### config.mk
export PLATFORM = sky130hd
export DESIGN_NAME = spi_slave
export DESIGN_NICKNAME = d
export VERILOG_FILES = /design/src/rtl/spi_pkg.sv /design/src/rtl/spi_sync_edge.sv /design/src/rtl/spi_slave.sv
export SDC_FILE = /design/constraint.sdc
export NUM_CORES = 1
export LEC_CHECK = 0
export ABC_AREA = 0
export CORE_MARGIN = 3
export CORE_UTILIZATION = 37
export DETAILED_ROUTE_END_ITERATION = 10
export GPL_ROUTABILITY_DRIVEN = 0
export HOLD_SLACK_MARGIN = 0.15
export SYNTH_ARGS = -nofsm -noshare
export SYNTH_HDL_FRONTEND = slang
export SYNTH_SLANG_ARGS = --single-unit
### constraint.sdc
create_clock -name clk -period 5.6 [get_ports clk]
set_input_delay 0.56 -clock clk [delete_from_list [all_inputs] [get_ports clk]]
set_output_delay 0.56 -clock clk [all_outputs]
set_load 0.05 [all_outputs]
### src/rtl/spi_pkg.sv
// Shared SPI definitions: frame geometry defaults and the slave/master FSM encoding.
package spi_pkg;

  localparam int SPI_CMD_WIDTH  = 12;
  localparam int SPI_READ_WIDTH = 8;
  localparam int SPI_ADDR_WIDTH = 3;

  typedef enum logic [2:0] {
    ST_IDLE  = 3'd0,
    ST_HDR   = 3'd1,
    ST_WDATA = 3'd2,
    ST_RDATA = 3'd3,
    ST_DONE  = 3'd4
  } spi_state_e;

endpackage

### src/rtl/spi_sync_edge.sv
// Two-flop synchronizer for one asynchronous input, plus a third flop and
// registered rise/fall pulses; dly_o is the level aligned with the pulses.
module spi_sync_edge #(
  parameter logic RST_VAL = 1'b0
) (
  input  logic clk,
  input  logic rst,
  input  logic d,
  output logic sync_o,
  output logic dly_o,
  output logic rise_o,
  output logic fall_o
);

  logic s1_q, s2_q, s3_q;
  logic rise_q, fall_q;
  logic rise_d, fall_d;

  // Edge decode between the synchronized level and its one-cycle-old copy
  always_comb begin
    rise_d = s2_q & ~s3_q;
    fall_d = ~s2_q & s3_q;
  end

  // Synchronizer chain and edge pulse registers
  always_ff @(posedge clk or posedge rst) begin
    if (rst) begin
      s1_q   <= RST_VAL;
      s2_q   <= RST_VAL;
      s3_q   <= RST_VAL;
      rise_q <= 1'b0;
      fall_q <= 1'b0;
    end else begin
      s1_q   <= d;
      s2_q   <= s1_q;
      s3_q   <= s2_q;
      rise_q <= rise_d;
      fall_q <= fall_d;
    end
  end

  assign sync_o = s2_q;
  assign dly_o  = s3_q;
  assign rise_o = rise_q;
  assign fall_o = fall_q;

endmodule

### src/rtl/spi_slave.sv
// SPI mode-0 register slave: rw/addr header, then write data in or read data out,
// with a 2**ADDR_WIDTH register file also loadable from the host side.
module spi_slave
  import spi_pkg::*;
#(
  parameter int CMD_WIDTH  = SPI_CMD_WIDTH,
  parameter int READ_WIDTH = SPI_READ_WIDTH,
  parameter int ADDR_WIDTH = SPI_ADDR_WIDTH
) (
  input  logic                  clk,
  input  logic                  rst,
  input  logic                  sclk,
  input  logic                  cs,
  input  logic                  mosi,
  output logic                  miso,
  output logic                  miso_oe,
  input  logic                  ld_en,
  input  logic [ADDR_WIDTH-1:0] ld_addr,
  input  logic [READ_WIDTH-1:0] ld_data,
  output logic                  wr_vld,
  output logic [ADDR_WIDTH-1:0] wr_addr,
  output logic [READ_WIDTH-1:0] wr_data,
  output logic                  read_vld,
  output logic [READ_WIDTH-1:0] read_data
);

  localparam int CNT_W  = $clog2(CMD_WIDTH + 1);
  localparam int NREGS  = 2 ** ADDR_WIDTH;
  localparam logic [CNT_W-1:0] HDR_LAST  = CNT_W'(ADDR_WIDTH);
  localparam logic [CNT_W-1:0] DATA_LAST = CNT_W'(READ_WIDTH - 1);

  logic sclk_rise_s, sclk_fall_s, cs_rise_s, cs_fall_s, cs_sync_s, mosi_s;
  logic sclk_sync_unused, sclk_dly_unused, cs_dly_unused;
  logic mosi_sync_unused, mosi_rise_unused, mosi_fall_unused;

  spi_sync_edge #(.RST_VAL(1'b0)) u_sync_sclk (
    .clk(clk), .rst(rst), .d(sclk),
    .sync_o(sclk_sync_unused), .dly_o(sclk_dly_unused),
    .rise_o(sclk_rise_s), .fall_o(sclk_fall_s)
  );

  spi_sync_edge #(.RST_VAL(1'b1)) u_sync_cs (
    .clk(clk), .rst(rst), .d(cs),
    .sync_o(cs_sync_s), .dly_o(cs_dly_unused),
    .rise_o(cs_rise_s), .fall_o(cs_fall_s)
  );

  spi_sync_edge #(.RST_VAL(1'b0)) u_sync_mosi (
    .clk(clk), .rst(rst), .d(mosi),
    .sync_o(mosi_sync_unused), .dly_o(mosi_s),
    .rise_o(mosi_rise_unused), .fall_o(mosi_fall_unused)
  );

  spi_state_e              state_q, state_d;
  logic [CNT_W-1:0]        cnt_q, cnt_d;
  logic [ADDR_WIDTH:0]     hdr_q, hdr_d, hdr_nxt_s;
  logic [ADDR_WIDTH-1:0]   addr_q, addr_d;
  logic [READ_WIDTH-1:0]   data_q, data_d, data_nxt_s;
  logic [READ_WIDTH-1:0]   shift_q, shift_d;
  logic [READ_WIDTH-1:0]   rdload_q, rdload_d;
  logic                    wr_pend_q, wr_pend_d;
  logic                    miso_q, miso_d, miso_oe_q, miso_oe_d;
  logic                    wr_vld_q, wr_vld_d, read_vld_q, read_vld_d;
  logic [ADDR_WIDTH-1:0]   wr_addr_q, wr_addr_d;
  logic [READ_WIDTH-1:0]   wr_data_q, wr_data_d, read_data_q, read_data_d;
  logic [READ_WIDTH-1:0]   regs_q [NREGS];
  logic [READ_WIDTH-1:0]   regs_d [NREGS];

  // Frame sequencing: header collection, data phase, abort on early cs rise
  always_comb begin
    state_d     = state_q;
    cnt_d       = cnt_q;
    hdr_d       = hdr_q;
    addr_d      = addr_q;
    data_d      = data_q;
    shift_d     = shift_q;
    rdload_d    = rdload_q;
    wr_pend_d   = 1'b0;
    read_vld_d  = 1'b0;
    read_data_d = read_data_q;
    hdr_nxt_s   = {hdr_q[ADDR_WIDTH-1:0], mosi_s};
    data_nxt_s  = {data_q[READ_WIDTH-2:0], mosi_s};
    case (state_q)
      ST_IDLE: begin
        if (cs_fall_s) begin
          state_d = ST_HDR;
          cnt_d   = {CNT_W{1'b0}};
          hdr_d   = {(ADDR_WIDTH+1){1'b0}};
        end else begin
          state_d = ST_IDLE;
        end
      end
      ST_HDR: begin
        if (cs_rise_s) begin
          state_d = ST_IDLE;
        end else if (sclk_rise_s) begin
          hdr_d = hdr_nxt_s;
          if (cnt_q == HDR_LAST) begin
            cnt_d  = {CNT_W{1'b0}};
            addr_d = hdr_nxt_s[ADDR_WIDTH-1:0];
            if (hdr_nxt_s[ADDR_WIDTH]) begin
              state_d  = ST_RDATA;
              shift_d  = regs_q[hdr_nxt_s[ADDR_WIDTH-1:0]];
              rdload_d = regs_q[hdr_nxt_s[ADDR_WIDTH-1:0]];
            end else begin
              state_d = ST_WDATA;
            end
          end else begin
            cnt_d = cnt_q + {{(CNT_W-1){1'b0}}, 1'b1};
          end
        end else begin
          state_d = ST_HDR;
        end
      end
      ST_WDATA: begin
        if (cs_rise_s) begin
          state_d = ST_IDLE;
        end else if (sclk_rise_s) begin
          data_d = data_nxt_s;
          if (cnt_q == DATA_LAST) begin
            state_d   = ST_DONE;
            wr_pend_d = 1'b1;
          end else begin
            cnt_d = cnt_q + {{(CNT_W-1){1'b0}}, 1'b1};
          end
        end else begin
          state_d = ST_WDATA;
        end
      end
      ST_RDATA: begin
        if (cs_rise_s) begin
          state_d = ST_IDLE;
        end else if (sclk_rise_s) begin
          if (cnt_q == DATA_LAST) begin
            state_d     = ST_DONE;
            read_vld_d  = 1'b1;
            read_data_d = rdload_q;
          end else begin
            cnt_d = cnt_q + {{(CNT_W-1){1'b0}}, 1'b1};
          end
        end else if (sclk_fall_s && (cnt_q != {CNT_W{1'b0}})) begin
          // The fall right after the header must keep the MSB on the line
          shift_d = {shift_q[READ_WIDTH-2:0], 1'b0};
        end else begin
          state_d = ST_RDATA;
        end
      end
      ST_DONE: begin
        if (cs_rise_s) begin
          state_d = ST_IDLE;
        end else begin
          state_d = ST_DONE;
        end
      end
      default: begin
        state_d = ST_IDLE;
      end
    endcase
  end

  // Write commit stage, registered serial outputs, register file update
  always_comb begin
    wr_vld_d  = wr_pend_q;
    wr_addr_d = wr_pend_q ? addr_q : wr_addr_q;
    wr_data_d = wr_pend_q ? data_q : wr_data_q;
    miso_oe_d = (state_d == ST_RDATA) && !cs_sync_s;
    miso_d    = (state_d == ST_RDATA) ? shift_d[READ_WIDTH-1] : 1'b0;
    for (int i = 0; i < NREGS; i++) begin
      regs_d[i] = (wr_pend_q && (addr_q == ADDR_WIDTH'(i))) ? data_q :
                  (ld_en && (ld_addr == ADDR_WIDTH'(i)))    ? ld_data :
                                                              regs_q[i];
    end
  end

  // State and output registers
  always_ff @(posedge clk or posedge rst) begin
    if (rst) begin
      state_q     <= ST_IDLE;
      cnt_q       <= {CNT_W{1'b0}};
      hdr_q       <= {(ADDR_WIDTH+1){1'b0}};
      addr_q      <= {ADDR_WIDTH{1'b0}};
      data_q      <= {READ_WIDTH{1'b0}};
      shift_q     <= {READ_WIDTH{1'b0}};
      rdload_q    <= {READ_WIDTH{1'b0}};
      wr_pend_q   <= 1'b0;
      miso_q      <= 1'b0;
      miso_oe_q   <= 1'b0;
      wr_vld_q    <= 1'b0;
      wr_addr_q   <= {ADDR_WIDTH{1'b0}};
      wr_data_q   <= {READ_WIDTH{1'b0}};
      read_vld_q  <= 1'b0;
      read_data_q <= {READ_WIDTH{1'b0}};
      for (int i = 0; i < NREGS; i++) begin
        regs_q[i] <= {READ_WIDTH{1'b0}};
      end
    end else begin
      state_q     <= state_d;
      cnt_q       <= cnt_d;
      hdr_q       <= hdr_d;
      addr_q      <= addr_d;
      data_q      <= data_d;
      shift_q     <= shift_d;
      rdload_q    <= rdload_d;
      wr_pend_q   <= wr_pend_d;
      miso_q      <= miso_d;
      miso_oe_q   <= miso_oe_d;
      wr_vld_q    <= wr_vld_d;
      wr_addr_q   <= wr_addr_d;
      wr_data_q   <= wr_data_d;
      read_vld_q  <= read_vld_d;
      read_data_q <= read_data_d;
      for (int i = 0; i < NREGS; i++) begin
        regs_q[i] <= regs_d[i];
      end
    end
  end

  assign miso      = miso_q;
  assign miso_oe   = miso_oe_q;
  assign wr_vld    = wr_vld_q;
  assign wr_addr   = wr_addr_q;
  assign wr_data   = wr_data_q;
  assign read_vld  = read_vld_q;
  assign read_data = read_data_q;

endmodule

==> qor.yml <==
postCtsSetupBuffers: 0
fill_cells: 1547
htree_levels: 4
vias_per_cell: 5.29
finalSetupTns_ns: 0
relSlewSlack: 0.137
die-area_um2: 19100
cts.sinks: 138
post-route-min-period_ns: 2.52
cts-root-buf: "clkbuf_16"
rows: 47
chipHeight_um: 138
start_util: 0.384
clock_latency_ns: 0.43
hpwl_um: 9600
synth_edf_count: 0
status: "finished clean"
grt_max_degree: 85
syn-cell-area_um2: 6460
n_antenna_cell: 0
worst_pin_slew_ns: 1.30
ys_ff_latch: 138
io_pins: 40
cts_tree: "done"
synthArstFlopShare: 1.00
cts_made_buffers: 17
portBuffers: 39
die_x_um: 138
timing.final.ws_setup_ns: 3.08
yosysWarnings: 0
syn_inst: 553
critical_path_required_ns: 5.85
fin_nets: 588
grt_pass1_wl_um: 23400
place_ws_ns: 2.96
antenna_found_initial: 0
seq_area_frac_synth: 0.535
clock.fmax_mhz: 397
dr_total_vias: 4243
setup_viol: 0
cap_violations: 0
rsz0062_at_grt: "false"
antenna_left: 0
avgSynthCellArea_um2: 11.7
syn_to_final_growth_pct: 17.6
synthesis.nets: 572
drt_iter0_drc: 277
critPathMaxFanout: 20
cts.reportedPaths.clkPinSlew_ns: 0.06
drc_errors: 0
hold_path_class: "flop to flop"
p_leak_nw: 3.51
peakVddDrop_mv: 0.219
cp.arrival_ns: 2.77
ys_dominant_reg_cell: "dfrtp_1"
fin_skew_ns: 0.0131
core_um2: 16800
post_cts_resized: 0
wire_per_inst_um: 17.8
final_common_cell: "dfrtp_1"
hold_buffers: 0
critical_path_class: "flop to flop"
clockBufferDepth: 2
final_cell_mix: "dfrtp_1 (135), mux2i_1 (72), nand2_1 (44), nor2_1 (44), clkdlybuf4s50_1 (39)"
overflow: 0
dr.pass1.iters: 4
finalHoldViolCount: 0
cellPowerDensity_nw_per_um2: 360
period_share: 0.450
drive_gt1_frac: 0.144
ys_types: 52
report.final.slew_viol_count: 0
endpoint_kind: "flop"
critPathLaunchType: "flop"
grtUsageTotal: 0.153
wl_um: 14300
grt_pass1_vias: 4247
[flip-flops by register name, summed over array words and instances (netlist names), 3 cells and up]
register,cells
wr_data,8
regs_q,64
shift_q,8
hdr_q,3
read_data,8
cnt_q,4
rdload_q,8
state_q,3
data_q,8
wr_addr,3
addr_q,3
[worst paths after layout]
path / from / endpoint / slack, ns / depth (start not counted)
min in group asynchronous: rst / read_data[5] / 0.68 / 2
min reg2reg: u_sync_sclk.s1_q / u_sync_sclk.sync_o / 0.35 / 0
max in group asynchronous: rst / u_sync_mosi.sync_o / 3.75 / 3
max reg2reg: wr_pend_q / regs_q[63] / 3.08 / 4
min: u_sync_sclk.s1_q / u_sync_sclk.sync_o / 0.35 / 0
max: wr_pend_q / regs_q[63] / 3.08 / 4
[layout make-up]
type,instances,area [um2],area share
Sequential cell,138,3460,0.455
Multi-Input combinational cell,360,2780,0.366
Clock buffer,20,457,0.0601
Timing Repair Buffer,44,428,0.0563
Tap cell,220,275,0.0362
Clock inverter,12,164,0.0216
Inverter,8,35.0,0.00461
[where the power goes]
| group | total (mW) | internal [mW] | switching [mW] | leakage [nW] |
|---|---|---|---|---|
| combinational | 0.319 | 0.176 | 0.143 | 1.48 |
| sequential | 1.24 | 1.12 | 0.125 | 1.74 |
| clock | 1.17 | 0.728 | 0.445 | 0.289 |
[stage by stage]
step | power (mW) | util | cells | instance area [um2] | hold WS [ns]
finish | 2.73 | 0.452 | 802 | 7590 | 0.348
global route | 2.86 | 0.452 | 802 | 7590 | 0.359
CTS | 2.75 | 0.452 | 802 | 7590 | 0.355
detailed placement | 1.58 | 0.415 | 770 | 6970 | 0.341
global placement | 1.56 | 0.415 | 770 | 6970 | 0.335
floorplan | 1.47 | - | 553 | 6460 | 0.331
[routing by layer]
metal | GRT usage | wire [um] | part of all wire | vias to the layer above
met5 | 0 | 0 | 0 | -
met4 | 0.0608 | 253 | 0.018 | 0
met3 | 0.0414 | 623 | 0.044 | 18
met2 | 0.227 | 6520 | 0.46 | 99
met1 | 0.215 | 6870 | 0.48 | 2121
li1 | - | - | - | 2005
[worst max-delay path, stage by stage (launching register included)]
cell and delay (ns):
dfrtp_1 0.65, nor4b_2 0.30, buf_4 0.21, a21oi_1 1.00, o21ai_1 0.18
[cells by family after synthesis]
kind of cell,after synthesis,synth area share
buf+inv,55,0.0360
simple gates,143,0.115
mux,118,0.220
compound gates,97,0.0895
flops,138,0.535
fa+ha+maj,2,0.00388
[synthesized netlist by cell type (2+ instances only)]
cell type | number | share of area
mux2i_1 | 72 | 0.11
nor3_1 | 4 | 0.0031
nand4b_1 | 6 | 0.0081
nand3_1 | 5 | 0.0039
dfstp_2 | 3 | 0.012
mux4_2 | 16 | 0.056
mux2_2 | 17 | 0.030
nor2_1 | 44 | 0.026
nor3b_1 | 2 | 0.0023
ha_1 | 2 | 0.0039
and3b_1 | 2 | 0.0027
buf_1 | 4 | 0.0023
nor2b_1 | 10 | 0.0097
o21ai_1 | 20 | 0.016
a21oi_1 | 36 | 0.028
a221o_1 | 6 | 0.0093
dfrtp_1 | 135 | 0.52
nand3b_1 | 2 | 0.0023
a21o_1 | 10 | 0.012
buf_2 | 12 | 0.0093
a31oi_1 | 2 | 0.0019
and3_1 | 2 | 0.0019
mux2_1 | 13 | 0.023
o21ai_0 | 15 | 0.012
nand2_1 | 44 | 0.026
nand4_1 | 5 | 0.0048
and2_1 | 3 | 0.0029
nor4b_1 | 2 | 0.0027
clkbuf_1 | 29 | 0.017
inv_1 | 8 | 0.0047
No activity file was read; power rests on OpenSTA's default activity.
